`src/rtl/interval_timer_pkg.sv`:
```
// Shared codes, widths and default times for the light controller timing path.
package interval_timer_pkg;

   // Duration codes driven by the controller FSM on `interval`
   localparam logic [1:0] IV_BASE   = 2'b00;
   localparam logic [1:0] IV_EXT    = 2'b01;
   localparam logic [1:0] IV_YEL    = 2'b10;
   localparam logic [1:0] IV_BASEx2 = 2'b11;

   // Parameter-write targets on `Time_Param_Sel` (11 writes nothing)
   localparam logic [1:0] SEL_BASE = 2'b00;
   localparam logic [1:0] SEL_EXT  = 2'b01;
   localparam logic [1:0] SEL_YEL  = 2'b10;

   // Stored time width and countdown width (2 x 15 s fits in 5 bits)
   localparam int TW = 4;
   localparam int DW = 5;

   // Default times in seconds
   localparam int DEF_BASE_S = 6;
   localparam int DEF_EXT_S  = 3;
   localparam int DEF_YEL_S  = 2;

   typedef enum logic {
      ST_IDLE = 1'b0,
      ST_RUN  = 1'b1
   } tmr_state_e;

   // Map an interval code onto a duration in seconds
   function automatic logic [DW-1:0] decode_dur(
      input logic [1:0]    iv,
      input logic [TW-1:0] t_base,
      input logic [TW-1:0] t_ext,
      input logic [TW-1:0] t_yel
   );
      logic [DW-1:0] d;
      case (iv)
         IV_BASE: d = {1'b0, t_base};
         IV_EXT:  d = {1'b0, t_ext};
         IV_YEL:  d = {1'b0, t_yel};
         default: d = {t_base, 1'b0};
      endcase
      return d;
   endfunction

endpackage

```
`src/rtl/interval_timer_tick_divider.sv`:
```
// One-second prescaler: counts 0..TICK_DIV-1 while enabled, parks at 0 otherwise.
module tick_divider #(
   parameter int TICK_DIV = 100_000_000
) (
   input  logic clk,
   input  logic Reset_Sync,
   input  logic clear,
   input  logic enable,
   output logic tick
);
   localparam int CW = (TICK_DIV > 2) ? $clog2(TICK_DIV) : 1;
   localparam logic [CW-1:0] C_LAST = CW'(TICK_DIV - 1);

   logic [CW-1:0] r_cnt;

   // Tick marks the last cycle of each one-second window
   assign tick = enable && (r_cnt == C_LAST);

   // Prescaler: clear wins, wraps at TICK_DIV-1, held at 0 when not enabled
   always_ff @(posedge clk or posedge Reset_Sync) begin
      if (Reset_Sync)            r_cnt <= '0;
      else if (clear || !enable) r_cnt <= '0;
      else if (r_cnt == C_LAST)  r_cnt <= '0;
      else                       r_cnt <= r_cnt + 1'b1;
   end

endmodule

```
`src/rtl/interval_timer.sv`:
```
// Countdown timer answering the controller's start/expired handshake.
// Holds tBASE/tEXT/tYEL, decodes the requested duration and counts it in seconds.
module interval_timer
   import interval_timer_pkg::*;
#(
   parameter int TICK_DIV = 100_000_000,
   parameter int DEF_BASE = DEF_BASE_S,
   parameter int DEF_EXT  = DEF_EXT_S,
   parameter int DEF_YEL  = DEF_YEL_S
) (
   input  logic          clk,
   input  logic          Reset_Sync,
   input  logic          Prog_Sync,
   input  logic [1:0]    Time_Param_Sel,
   input  logic [TW-1:0] Time_Value,
   input  logic [1:0]    interval,
   input  logic          start_timer,
   output logic          expired,
   output logic          busy,
   output logic [DW-1:0] remaining
);
   localparam logic [TW-1:0] C_DEF_BASE = TW'(DEF_BASE);
   localparam logic [TW-1:0] C_DEF_EXT  = TW'(DEF_EXT);
   localparam logic [TW-1:0] C_DEF_YEL  = TW'(DEF_YEL);

   logic [TW-1:0] r_t_base, r_t_ext, r_t_yel;
   tmr_state_e    r_state;
   logic [DW-1:0] r_remaining;
   logic          r_expired;
   logic [DW-1:0] w_dur;
   logic          w_tick;
   logic          w_busy;

   assign w_busy    = (r_state == ST_RUN);
   assign busy      = w_busy;
   assign remaining = r_remaining;
   assign expired   = r_expired;

   // Duration uses the parameter values held before the start edge
   assign w_dur = decode_dur(interval, r_t_base, r_t_ext, r_t_yel);

   // Parameter registers; a zero write restores the default so D is never 0
   always_ff @(posedge clk or posedge Reset_Sync) begin
      if (Reset_Sync) begin
         r_t_base <= C_DEF_BASE;
         r_t_ext  <= C_DEF_EXT;
         r_t_yel  <= C_DEF_YEL;
      end else if (Prog_Sync) begin
         case (Time_Param_Sel)
            SEL_BASE: r_t_base <= (Time_Value == '0) ? C_DEF_BASE : Time_Value;
            SEL_EXT:  r_t_ext  <= (Time_Value == '0) ? C_DEF_EXT  : Time_Value;
            SEL_YEL:  r_t_yel  <= (Time_Value == '0) ? C_DEF_YEL  : Time_Value;
            default:  ;
         endcase
      end
   end

   // Prescaler restarts on every start so the first second is a full one
   tick_divider #(
      .TICK_DIV (TICK_DIV)
   ) u_tick_divider (
      .clk        (clk),
      .Reset_Sync (Reset_Sync),
      .clear      (start_timer),
      .enable     (w_busy),
      .tick       (w_tick)
   );

   // Countdown FSM; a start beats a coincident final tick, so no pulse then
   always_ff @(posedge clk or posedge Reset_Sync) begin
      if (Reset_Sync) begin
         r_state     <= ST_IDLE;
         r_remaining <= '0;
         r_expired   <= 1'b0;
      end else begin
         r_expired <= 1'b0;
         if (start_timer) begin
            r_state     <= ST_RUN;
            r_remaining <= w_dur;
         end else if (r_state == ST_RUN && w_tick) begin
            if (r_remaining > DW'(1)) begin
               r_remaining <= r_remaining - 1'b1;
            end else begin
               r_remaining <= '0;
               r_state     <= ST_IDLE;
               r_expired   <= 1'b1;
            end
         end
      end
   end

endmodule

```
`config.mk`:
```
export PLATFORM = sky130hd
export DESIGN_NAME = interval_timer
export DESIGN_NICKNAME = d
export VERILOG_FILES = /design/src/rtl/interval_timer_pkg.sv /design/src/rtl/interval_timer_tick_divider.sv /design/src/rtl/interval_timer.sv
export SDC_FILE = /design/constraint.sdc
export NUM_CORES = 1
export LEC_CHECK = 0
export ABC_AREA = 1
export CAP_MARGIN = 20
export CORE_UTILIZATION = 55
export DETAILED_ROUTE_END_ITERATION = 10
export PLACE_DENSITY = 0.75
export SETUP_SLACK_MARGIN = 0.2
export SYNTH_ARGS = -nofsm -noshare
export SYNTH_HDL_FRONTEND = slang
export SYNTH_SLANG_ARGS = --single-unit
```
`constraint.sdc`:
```
create_clock -name clk -period 3.13 [get_ports clk]
set_input_delay 0.7825 -clock clk [delete_from_list [all_inputs] [get_ports clk]]
set_output_delay 0.7825 -clock clk [all_outputs]
set_load 0.1 [all_outputs]
```
==> summary.txt, run 1 <==
Logic synthesis
  – Async set-or-reset flop fraction in the synthesized netlist: 1.000
  – Dominant cell type by area after synthesis: sky130_fd_sc_hd__dfrtp_1
  – Most frequently used flop master after synthesis: sky130_fd_sc_hd__dfrtp_1
  – Count of flip-flops with a built-in enable after synthesis: 0
  – Leading cell types by total area after synthesis: sky130_fd_sc_hd__dfrtp_1 (37%), sky130_fd_sc_hd__nand2_1 (14%), sky130_fd_sc_hd__nor2_1 (11%), sky130_fd_sc_hd__nand3_1 (6.0%), sky130_fd_sc_hd__inv_1 (5.8%)
  – Number of warnings printed during yosys synthesis: 0
  – Number of cells produced by synthesis: 393
  – Net count of the mapped netlist: 408
  – Part of the Yosys area used for sequential elements: 0.4176
  – Total of flip-flops plus latches after synthesis: 46
  – Ranking of synthesized cells by instance count: sky130_fd_sc_hd__nand2_1 (101), sky130_fd_sc_hd__nor2_1 (84), sky130_fd_sc_hd__inv_1 (43)
  – Share of the synthesized area in the top cell type: 0.3702
  – Netlist Area Pre-Place: roughly 0.0028 sq mm
  – Post-Synthesis Mean Instance Area: 7.052 sq um
  – Dominant cell by count in the synthesized netlist: sky130_fd_sc_hd__nand2_1
  – Yosys cell types: 27

Route
  – Via density: 5.222
  – Routed Antenna Nets: 0
  – Total via count in the routed design: 2522
  – DRC viols: 0
  – Detailed Routing Iterations Pass 1: 4
  – Routed wire per std cell: 12.82 microns
  – Iter 0 DRT Violations: 215
  – Total wire length: 6.191 mm

Timing
  – Max Transition Viols Final: 0
  – Unrepaired setup endpoints after global routing: no
  – Fin crit share: 0.6406
  – Final-report setup violation count: 0
  – Hold Worst Slack: 0.4901 ns
  – Count of final hold-check violations: 0
  – Normalized max-slew margin: 0.6137
  – Min Tclk post-route: 2.005 ns
  – Max Clock Freq: 498.7 MHz
  – Post-Route Skew: 0.005225 ns
  – Fin Setup TNS: 0 ns
  – Slew at the pin with the worst max-slew slack: 0.5794 ns

CTS
  – CTS tree: built
  – Setup fix buffers added after clock tree synthesis: 0
  – Largest buffer count on any clock path: 2
  – Resized cells post-CTS: 0
  – # hold bufs at CTS: 0
  – Clock latency reported for the late side of the worst-skew pair: 0.30 ns
  – Post-CTS clock slew at the launch and capture registers of the worst setup and hold paths: 0.09 ns
  – Root Buffer: sky130_fd_sc_hd__clkbuf_8
  – CTS HTree Levels: 2
  – Clock buffer count from CTS: 5
  – Clock net sink count: between 40 and 50

Pwr
  – Switching part of the total power: 0.3442
  – Leakage power: 1.326 nW
  – Portion of total power attributed to the clock network: 0.322
  – Share of power burned in registers: 0.424
  – Peak supply drop: 0.3158 mV
  – Power Dens Cells: 528.4 mW/mm^2
  – Sw Pwr: between 500 and 600 uW
  – Internal power component: 1.089 mW
  – Comb power frac: 0.254

Die
  – Die area: roughly 0.0053 sq mm
  – I/O pin total: 19
  – Core ar.: 0.004786 sq mm
  – Number of core rows: 25
  – Vertical die dimension: 72.99 microns
  – Initial core utilization: 0.5791
  – Die X: 72.99 microns

Worst setup path
  – Critical Path Fanout Max: 15
  – CP startpoint kind: input pin
  – Worst stage delay on the critical path: 0.54 ns
  – Cell type of the slowest stage on the worst timing path: sky130_fd_sc_hd__clkdlybuf4s50_1
  – Buffers plus inverters on the worst setup path: 2
  – Ordered cell list for the critical path: clkdlybuf4s50_1, nor2_2, inv_1, a211oi_1
  – Arrival time of data at the critical path endpoint: 2.22 ns
  – Top cell family by delay on the critical path: buffers and inverters
  – Crit Path Category: in2reg
  – Data required time at the worst endpoint: approximately 3.4 ns
  – Nature of the critical path endpoint: flip-flop

Layout
  – Area occupied by registers: between 0.001 and 0.0015 sq mm
  – Share of cells above drive strength 1: 0.1058
  – Area of all placed cells without fillers: roughly 0.0031 sq mm
  – Count of antenna diodes in the layout: 0
  – Number of inserted filler cells in the final layout: 475
  – Final cell count without fillers: between 400 and 500
  – Number of nets at the end of the flow: 430
  – Area occupied by multi-input gates: 0.001425 sq mm
  – Signed area change from the synthesized netlist to the final layout: 13.41%

Placement
  – Cell area after placement: between 0.003 and 0.004 sq mm
  – Placed cell count: 475
  – Final weighted congestion in routability-driven placement: 0.9025
  – DPL Wire Length: approximately 4.6 mm
  – Count of input and output buffers: 18

Flow run
  – Max-cap check violation count: 0

Global routing
  – Number of antenna violations at the first check in global routing: 0
  – Wire length of the first global-routing pass: 10.48 mm
  – GRT Residual Overflow: 0
  – Total track usage: 0.2597
  – Vias in the first global route: 2295
  – Maximum number of pins on one net before global-route repair: 47

Status
  – Result of the run: finished, final reports clean

Worst hold path
  – Min-Delay Path Class: reg2reg
[worst reg2reg max path, stage by stage (launching register included)]
cell	delay, ns
sky130_fd_sc_hd__dfrtp_1	0.39
sky130_fd_sc_hd__ha_1	0.25
sky130_fd_sc_hd__nand3_2	0.16
sky130_fd_sc_hd__inv_2	0.12
sky130_fd_sc_hd__nand2_2	0.11
sky130_fd_sc_hd__nor2_4	0.16
sky130_fd_sc_hd__nand2_1	0.19
sky130_fd_sc_hd__nand3_1	0.15
sky130_fd_sc_hd__nor2_1	0.04
[placed cells by master, fill, tap and decap left out, types with 7 or more instances in the layout]
cell type and count:
sky130_fd_sc_hd__nand2_1 101, sky130_fd_sc_hd__xor2_1 9, sky130_fd_sc_hd__buf_4 8, sky130_fd_sc_hd__o21ai_0 14, sky130_fd_sc_hd__nor2_1 84, sky130_fd_sc_hd__nor2_2 7, sky130_fd_sc_hd__dfrtp_1 41, sky130_fd_sc_hd__inv_1 42
sky130_fd_sc_hd__nand3_1 33, sky130_fd_sc_hd__nor3_1 9, sky130_fd_sc_hd__clkdlybuf4s50_1 11
[stage by stage]
step,util,setup WS [ns],power (mW)
final,0.6567,1.125,1.661
after global routing,0.6567,0.9914,1.741
after CTS,0.6567,1.112,1.667
after detailed placement,0.6280,0.7875,1.135
after global placement,0.6280,0.8592,1.128
after floorplan,-,1.198,1.035
[cell type report]
| type | instances | area share |
|---|---|---|
| clock inverter | 3 | 0.02189 |
| clock buffer | 5 | 0.02189 |
| tap | 67 | 0.02667 |
| timing repair buffer | 19 | 0.05414 |
| inverter | 45 | 0.05374 |
| multi-input combinational | 298 | 0.4534 |
| sequential | 46 | 0.3682 |
[worst paths after layout]
| kind | start | end | slack [ns] | cells past startpoint |
|---|---|---|---|---|
| hold / removal | u_tick_divider.r_cnt[0]$_DFF_PP0_ | u_tick_divider.r_cnt[0]$_DFF_PP0_ | 0.49 | 1 |
| max in group asynchronous | Reset_Sync | remaining[1]$_DFFE_PP0P_ | 1.80 | 3 |
| setup reg to reg | u_tick_divider.r_cnt[0]$_DFF_PP0_ | u_tick_divider.r_cnt[20]$_DFF_PP0_ | 1.43 | 8 |
| setup / recovery | start_timer | u_tick_divider.r_cnt[9]$_DFF_PP0_ | 1.12 | 4 |
| min in group asynchronous | Reset_Sync | u_tick_divider.r_cnt[13]$_DFF_PP0_ | 0.93 | 3 |
| hold reg to reg | u_tick_divider.r_cnt[0]$_DFF_PP0_ | u_tick_divider.r_cnt[0]$_DFF_PP0_ | 0.49 | 1 |
[power groups by stage]
stage          combinational, mW  sequential [mW]  clock [mW]
6_report                   0.422            0.704       0.535
5_1_grt                    0.465            0.712       0.563
4_1_cts                    0.425            0.704       0.539
3_5_place_dp               0.420            0.715           0
3_3_place_gp               0.416            0.712           0
2_1_floorplan              0.175            0.860           0
[state kept, by name, summed over array words and instances, names as in the netlist]
signal and flops:
expired 1, r_t_base 4, u_tick_divider.r_cnt 27, r_t_yel 4, r_t_ext 4, busy 1
remaining 5
[per-layer routing]
layer	vias up	wire, microns	GRT usage
met5	-	0	0
met4	0	89	0.07843
met3	9	396	0.03729
met2	63	2738	0.3981
met1	1164	2967	0.3812
li1	1286	-	-
[kinds of logic after synthesis]
logic type	count (synthesis)	synth area share
AOI/OAI and AO/OA	28	0.05733
xor gates and xnor gates	14	0.04424
adders and majority gates	3	0.01355
buffers and inverters	49	0.06817
DFF	46	0.4176
and+or+nand+nor	253	0.3991
Note: power is estimated with default switching activity, not from simulation.
==> run 2, diff against run 1 <==
- clock period: 3.13 -> 1.98 ns (I/O delays scaled with it)
==> summary.txt, run 2 (synthesis gave the netlist of run 1 again) <==
Layout
  – Count of antenna diodes in the layout: 0
  – Leading cell types in the layout, fill and taps excluded: sky130_fd_sc_hd__nand2_1 (101), sky130_fd_sc_hd__nor2_1 (84), sky130_fd_sc_hd__inv_1 (42)
  – Most common cell after layout, fill and taps aside: sky130_fd_sc_hd__nand2_1
  – Flip-flop count of the largest register after layout: 27
  – Number of nets at the end of the flow: 436
  – Final cell count without fillers: 489
  – Share of cells above drive strength 1: 0.1256
  – Largest Register: u_tick_divider.r_cnt
  – Signed area change from the synthesized netlist to the final layout: 16.98%

Route
  – Total via count in the routed design: 2571
  – Via density: 5.258
  – Routed Antenna Nets: 0
  – DRC viols: 0
  – Detailed Routing Iterations Pass 1: 5
  – Routed wire per std cell: 13.08 microns
  – Iter 0 DRT Violations: 226
  – Total wire length: 6.396 mm

Worst hold path
  – Worst Hold Path Cells: 1
  – Hold worst-path end: u_tick_divider.r_cnt[0]$_DFF_PP0_
  – Worst min-delay path startpoint: u_tick_divider.r_cnt[0]$_DFF_PP0_
  – Min-Delay Path Class: reg2reg

Global routing
  – Number of antenna violations at the first check in global routing: 0
  – Wire length of the first global-routing pass: between 10 and 15 mm
  – Most crowded layer after global routing: met1
  – Met3 usage: 0.03453
  – Vias in the first global route: 2294
  – Total track usage: 0.2622
  – Met2 track demand over resource in global routing: 0.3858
  – Maximum number of pins on one net before global-route repair: 47
  – Global-route track usage on met1: 0.3966
  – GRT Residual Overflow: 0

Placement
  – Final weighted congestion in routability-driven placement: 0.9300
  – Placed cell count: 480
  – Count of input and output buffers: 18
  – DPL Wire Length: 4.822 mm
  – Setup Slack @ Placement: about 0.17 ns

Worst setup path
  – Register-to-Register Path Depth: 8
  – End of the worst register-to-register path: u_tick_divider.r_cnt[20]$_DFF_PP0_
  – Nature of the critical path endpoint: flip-flop
  – Startpoint of the lowest-slack register-to-register path: u_tick_divider.r_cnt[0]$_DFF_PP0_
  – Setup slack of the most critical reg-to-reg path: 0.34 ns
  – CP startpoint kind: flip-flop
  – Arrival time of data at the critical path endpoint: 1.81 ns
  – Critical Path Fanout Max: 5
  – Data required time at the worst endpoint: about 2.2 ns
  – Worst stage delay on the critical path: ~0.39 ns
  – Ordered cell list for the critical path: ha_2, nand3_2, inv_2, nand2_2, nor2_4, nand2_1, nand3_1, nor2_1
  – Cell type of the slowest stage on the worst timing path: sky130_fd_sc_hd__dfrtp_1
  – Crit Path Category: reg2reg

Pwr
  – Portion of total power attributed to the clock network: 0.230
  – Peak supply drop: roughly 0.58 mV
  – Power Dens Cells: approximately 760 mW/mm^2
  – Sw Pwr: 911.2 uW
  – Internal power component: 1.564 mW
  – Share of power burned in registers: 0.459
  – Switching part of the total power: 0.3681
  – Comb power frac: 0.311
  – Leakage power: 1.358 nW

Status
  – Result of the run: finished, final reports clean

Die
  – Number of core rows: 25
  – I/O pin total: 19
  – Die X: 72.99 microns
  – Die area: 0.005327 sq mm
  – Core ar.: 0.004786 sq mm
  – Vertical die dimension: roughly 73 microns
  – Initial core utilization: 0.5791

CTS
  – Clock latency reported for the late side of the worst-skew pair: 0.30 ns
  – Post-CTS clock slew at the launch and capture registers of the worst setup and hold paths: 0.09 ns
  – CTS tree: built
  – Root Buffer: sky130_fd_sc_hd__clkbuf_8
  – Clock buffer count from CTS: 5
  – CTS HTree Levels: 2
  – # hold bufs at CTS: 0
  – Largest buffer count on any clock path: 2
  – Clock net sink count: 46

Timing
  – Fin Setup TNS: 0 ns
  – Min Tclk post-route: 1.645 ns
  – Final-report setup violation count: 0
  – Max Clock Freq: between 600 and 700 MHz
  – Count of final hold-check violations: 0
  – Unrepaired setup endpoints after global routing: no
  – Fin crit share: 0.8308
  – Post-layout worst setup margin: 0.3350 ns
  – Max Transition Viols Final: 0
  – Normalized max-slew margin: 0.6426
  – Post-Route Skew: between 0.007 and 0.008 ns
  – Slew at the pin with the worst max-slew slack: roughly 0.54 ns

Flow run
  – Max-cap check violation count: 0
[run 2: critical path, delay by kind of cell, from the launching register on]
| kind | cells | cell delay [ns] |
|---|---|---|
| buffers and inverters | 1 | 0.11 |
| adder cells (fa/ha/maj) | 1 | 0.23 |
| flip-flops | 1 | 0.39 |
| AND/OR/NAND/NOR | 6 | 0.76 |
[run 2: power by group through the flow]
stage	Combinational, mW	Sequential, mW	Clock, mW
floorplan	0.277	1.36	0
detailed placement	0.768	1.15	0
global placement	0.756	1.15	0
finish	0.769	1.14	0.570
CTS	0.770	1.14	0.585
global route	0.842	1.15	0.617
[run 2: final cells by class]
cell class	instances	area [sq um]
tap	67	83.83
timing repair buffer	24	295.3
inverter	45	168.9
clock buffer	6	72.57
fill	430	1544
sequential	46	1161
multi-input combinational	299	1446
clock inverter	2	13.76
[run 2: what timing repair did]
action / 4_1_cts / 5_1_grt
setup endpoints to repair: 0 / 9
resized for setup: 0 / 3
buffers inserted: 0 / 0
endpoints found under the hold margin: 0 / 0
[run 2: worst max path at each step]
stage	start	slack, ns	end	depth (start not counted)
2_1_floorplan	remaining[2]$_DFFE_PP0P_	0.28	remaining[3]$_DFFE_PP0P_	8
3_3_place_gp	interval[0]	0.21	remaining[2]$_DFFE_PP0P_	8
3_5_place_dp	interval[0]	0.17	remaining[0]$_DFFE_PP0P_	8
4_1_cts	u_tick_divider.r_cnt[0]$_DFF_PP0_	0.31	u_tick_divider.r_cnt[16]$_DFF_PP0_	8
5_1_grt	u_tick_divider.r_cnt[0]$_DFF_PP0_	0.23	u_tick_divider.r_cnt[20]$_DFF_PP0_	8
6_report	u_tick_divider.r_cnt[0]$_DFF_PP0_	0.34	u_tick_divider.r_cnt[20]$_DFF_PP0_	8
[run 2: routing by layer]
layer,vias to the layer above,part of all wire
li1,1292,-
met2,82,0.45
met1,1187,0.48
met5,-,0
met4,0,0.015
met3,10,0.057
[run 2: through the flow]
stage	power (mW)	cell area, sq um	util	hold slack, ns
after floorplan	1.639	2775	-	0.4478
after global placement	1.907	3134	0.6549	0.4734
after detailed placement	1.921	3134	0.6549	0.4761
after CTS	2.492	3221	0.6729	0.4883
after global routing	2.608	3242	0.6774	0.5216
final	2.475	3242	0.6774	0.4831
==> run 3, diff against run 2 <==
- CORE_UTILIZATION: 55 -> 53
- PLACE_DENSITY: 0.75 -> 0.76
- clock period: 1.98 -> 1.4 ns (I/O delays scaled with it)
==> summary.txt, run 3 (synthesis gave the netlist of run 1 again) <==
Pwr
  – Portion of total power attributed to the clock network: 0.219
  – Power Dens Cells: 945.9 mW/mm^2
  – Switching part of the total power: 0.3828
  – Sw Pwr: between 1.5 and 2 mW
  – Leakage power: 1.765 nW
  – Share of power burned in registers: 0.407
  – Peak supply drop: 0.9382 mV
  – Internal power component: 2.451 mW
  – Comb power frac: 0.374

Layout
  – Number of nets at the end of the flow: 500
  – Leading cell types in the layout, fill and taps excluded: sky130_fd_sc_hd__nand2_1 (83), sky130_fd_sc_hd__buf_4 (57), sky130_fd_sc_hd__nor2_1 (56)
  – Signed area change from the synthesized netlist to the final layout: 51.47%
  – Most common cell after layout, fill and taps aside: sky130_fd_sc_hd__nand2_1
  – Area of all placed cells without fillers: 0.004198 sq mm
  – Flip-flop count of the largest register after layout: 27
  – Share of the core filled with cells: 0.8603
  – Count of antenna diodes in the layout: 0
  – Final cell count without fillers: 553
  – Largest Register: u_tick_divider.r_cnt
  – Share of cells above drive strength 1: 0.4218

Worst setup path
  – Cell type of the slowest stage on the worst timing path: sky130_fd_sc_hd__dfrtp_1
  – End of the worst register-to-register path: remaining[3]$_DFFE_PP0P_
  – Worst stage delay on the critical path: 0.43 ns
  – Ordered cell list for the critical path: ha_4, nand3_4, inv_4, nand2_8, nor2_4, nand3_4, nand2_4, nand2_1, nand2_1
  – CP startpoint kind: flip-flop
  – Startpoint of the lowest-slack register-to-register path: u_tick_divider.r_cnt[0]$_DFF_PP0_
  – Buffers plus inverters on the worst setup path: 1
  – Top cell family by delay on the critical path: simple AND/OR/NAND/NOR gates
  – Register-to-Register Path Depth: 9
  – Crit Path Category: reg2reg
  – Arrival time of data at the critical path endpoint: 1.77 ns
  – Critical Path Fanout Max: 6
  – Setup slack of the most critical reg-to-reg path: -0.12 ns
  – Data required time at the worst endpoint: 1.65 ns
  – Nature of the critical path endpoint: flip-flop

CTS
  – CTS tree: built
  – # hold bufs at CTS: 0
  – Clock latency reported for the late side of the worst-skew pair: roughly 0.32 ns
  – Clock net sink count: 46
  – CTS HTree Levels: 2
  – Clock buffer count from CTS: 5
  – Largest buffer count on any clock path: 2
  – Post-CTS clock slew at the launch and capture registers of the worst setup and hold paths: 0.09 ns
  – Root Buffer: sky130_fd_sc_hd__clkbuf_8

Die
  – Number of core rows: 25
  – Die area: around 0.0055 sq mm
  – Die X: 74.31 microns
  – Core ar.: 0.004880 sq mm
  – Vertical die dimension: 74.31 microns
  – I/O pin total: 19
  – Initial core utilization: 0.5679

Global routing
  – GRT Residual Overflow: 0
  – Number of antenna violations at the first check in global routing: 0
  – Maximum number of pins on one net before global-route repair: 21
  – Total track usage: 0.3417
  – Vias in the first global route: 2946
  – Wire length of the first global-routing pass: 13.91 mm

Placement
  – Cell area after placement: 0.003530 sq mm
  – Count of input and output buffers: 18
  – Final weighted congestion in routability-driven placement: 0.9205
  – DPL Wire Length: 5.642 mm
  – Placed cell count: 513

Timing
  – Slew at the pin with the worst max-slew slack: 0.3011 ns
  – Post-Route Skew: 0.005796 ns
  – Unrepaired setup endpoints after global routing: yes
  – Count of final hold-check violations: 0
  – Normalized max-slew margin: 0.7987
  – Max Clock Freq: between 600 and 700 MHz
  – Fin crit share: 1.087
  – Final-report setup violation count: 30
  – Min Tclk post-route: 1.521 ns
  – Max Transition Viols Final: 0
  – Post-layout worst setup margin: -0.1215 ns

Status
  – Result of the run: finished with violations
  – Violations in the final reports: setup timing

Worst hold path
  – Min-Delay Path Class: in2async

Flow run
  – Max-cap check violation count: 0

Route
  – Total via count in the routed design: 3122
  – Detailed Routing Iterations Pass 1: 5
  – Routed wire per std cell: approximately 17 microns
  – Iter 0 DRT Violations: 339
  – Via density: 5.646
  – DRC viols: 0
  – Total wire length: 9.344 mm
  – Routed Antenna Nets: 0
[run 3: power by group through the flow]
stage          clock [mW]  combinational, mW  sequential (mW)
2_1_floorplan           0              0.444             1.97
3_3_place_gp            0               1.24             1.63
3_5_place_dp            0               1.27             1.64
4_1_cts             0.878               1.39             1.61
5_1_grt             0.930               1.58             1.63
6_report            0.868               1.49             1.62
[run 3: worst max-delay path by stage]
stage | from | cells past startpoint | to
6_report | u_tick_divider.r_cnt[0]$_DFF_PP0_ | 9 | remaining[3]$_DFFE_PP0P_
5_1_grt | u_tick_divider.r_cnt[0]$_DFF_PP0_ | 9 | remaining[1]$_DFFE_PP0P_
4_1_cts | remaining[2]$_DFFE_PP0P_ | 2 | remaining[2]
3_5_place_dp | interval[0] | 8 | remaining[3]$_DFFE_PP0P_
3_3_place_gp | interval[0] | 8 | remaining[3]$_DFFE_PP0P_
2_1_floorplan | remaining[1]$_DFFE_PP0P_ | 9 | remaining[3]$_DFFE_PP0P_
[run 3: repair_timing]
action / CTS / global route
endpoints found under the hold margin: 0 / 0
cloned: 0 / 2
setup buffers: 25 / 5
setup endpoints to repair: 45 / 53
pin swaps: 27 / 12
gates resized for setup: 70 / 38
[run 3: area by class of cell]
type	instances	area (sq um)
clock inverter	3	25.02
inverter	45	185.2
timing repair buffer	88	837.1
fill	277	681.9
clock buffer	5	68.82
sequential	46	1187
multi-input combinational	299	1810
tap	67	83.83
[run 3: per-layer routing]
layer  GRT usage  routed length, microns
met5           0                       0
met4      0.1006                     329
met3     0.07182                     634
met2      0.5960                    4626
met1      0.4280                    3754
[run 3: metrics by stage]
step | TNS [ns] | hold WS [ns] | total power [mW] | setup slack (ns)
6_report | -2.078 | 0.3071 | 3.971 | -0.1215
5_1_grt | -3.323 | 0.3151 | 4.135 | -0.1645
4_1_cts | -0.2380 | 0.3094 | 3.876 | -0.05658
3_5_place_dp | -3.486 | 0.4815 | 2.905 | -0.2944
3_3_place_gp | -2.212 | 0.4711 | 2.868 | -0.1943
2_1_floorplan | -0.4860 | 0.3651 | 2.419 | -0.04527
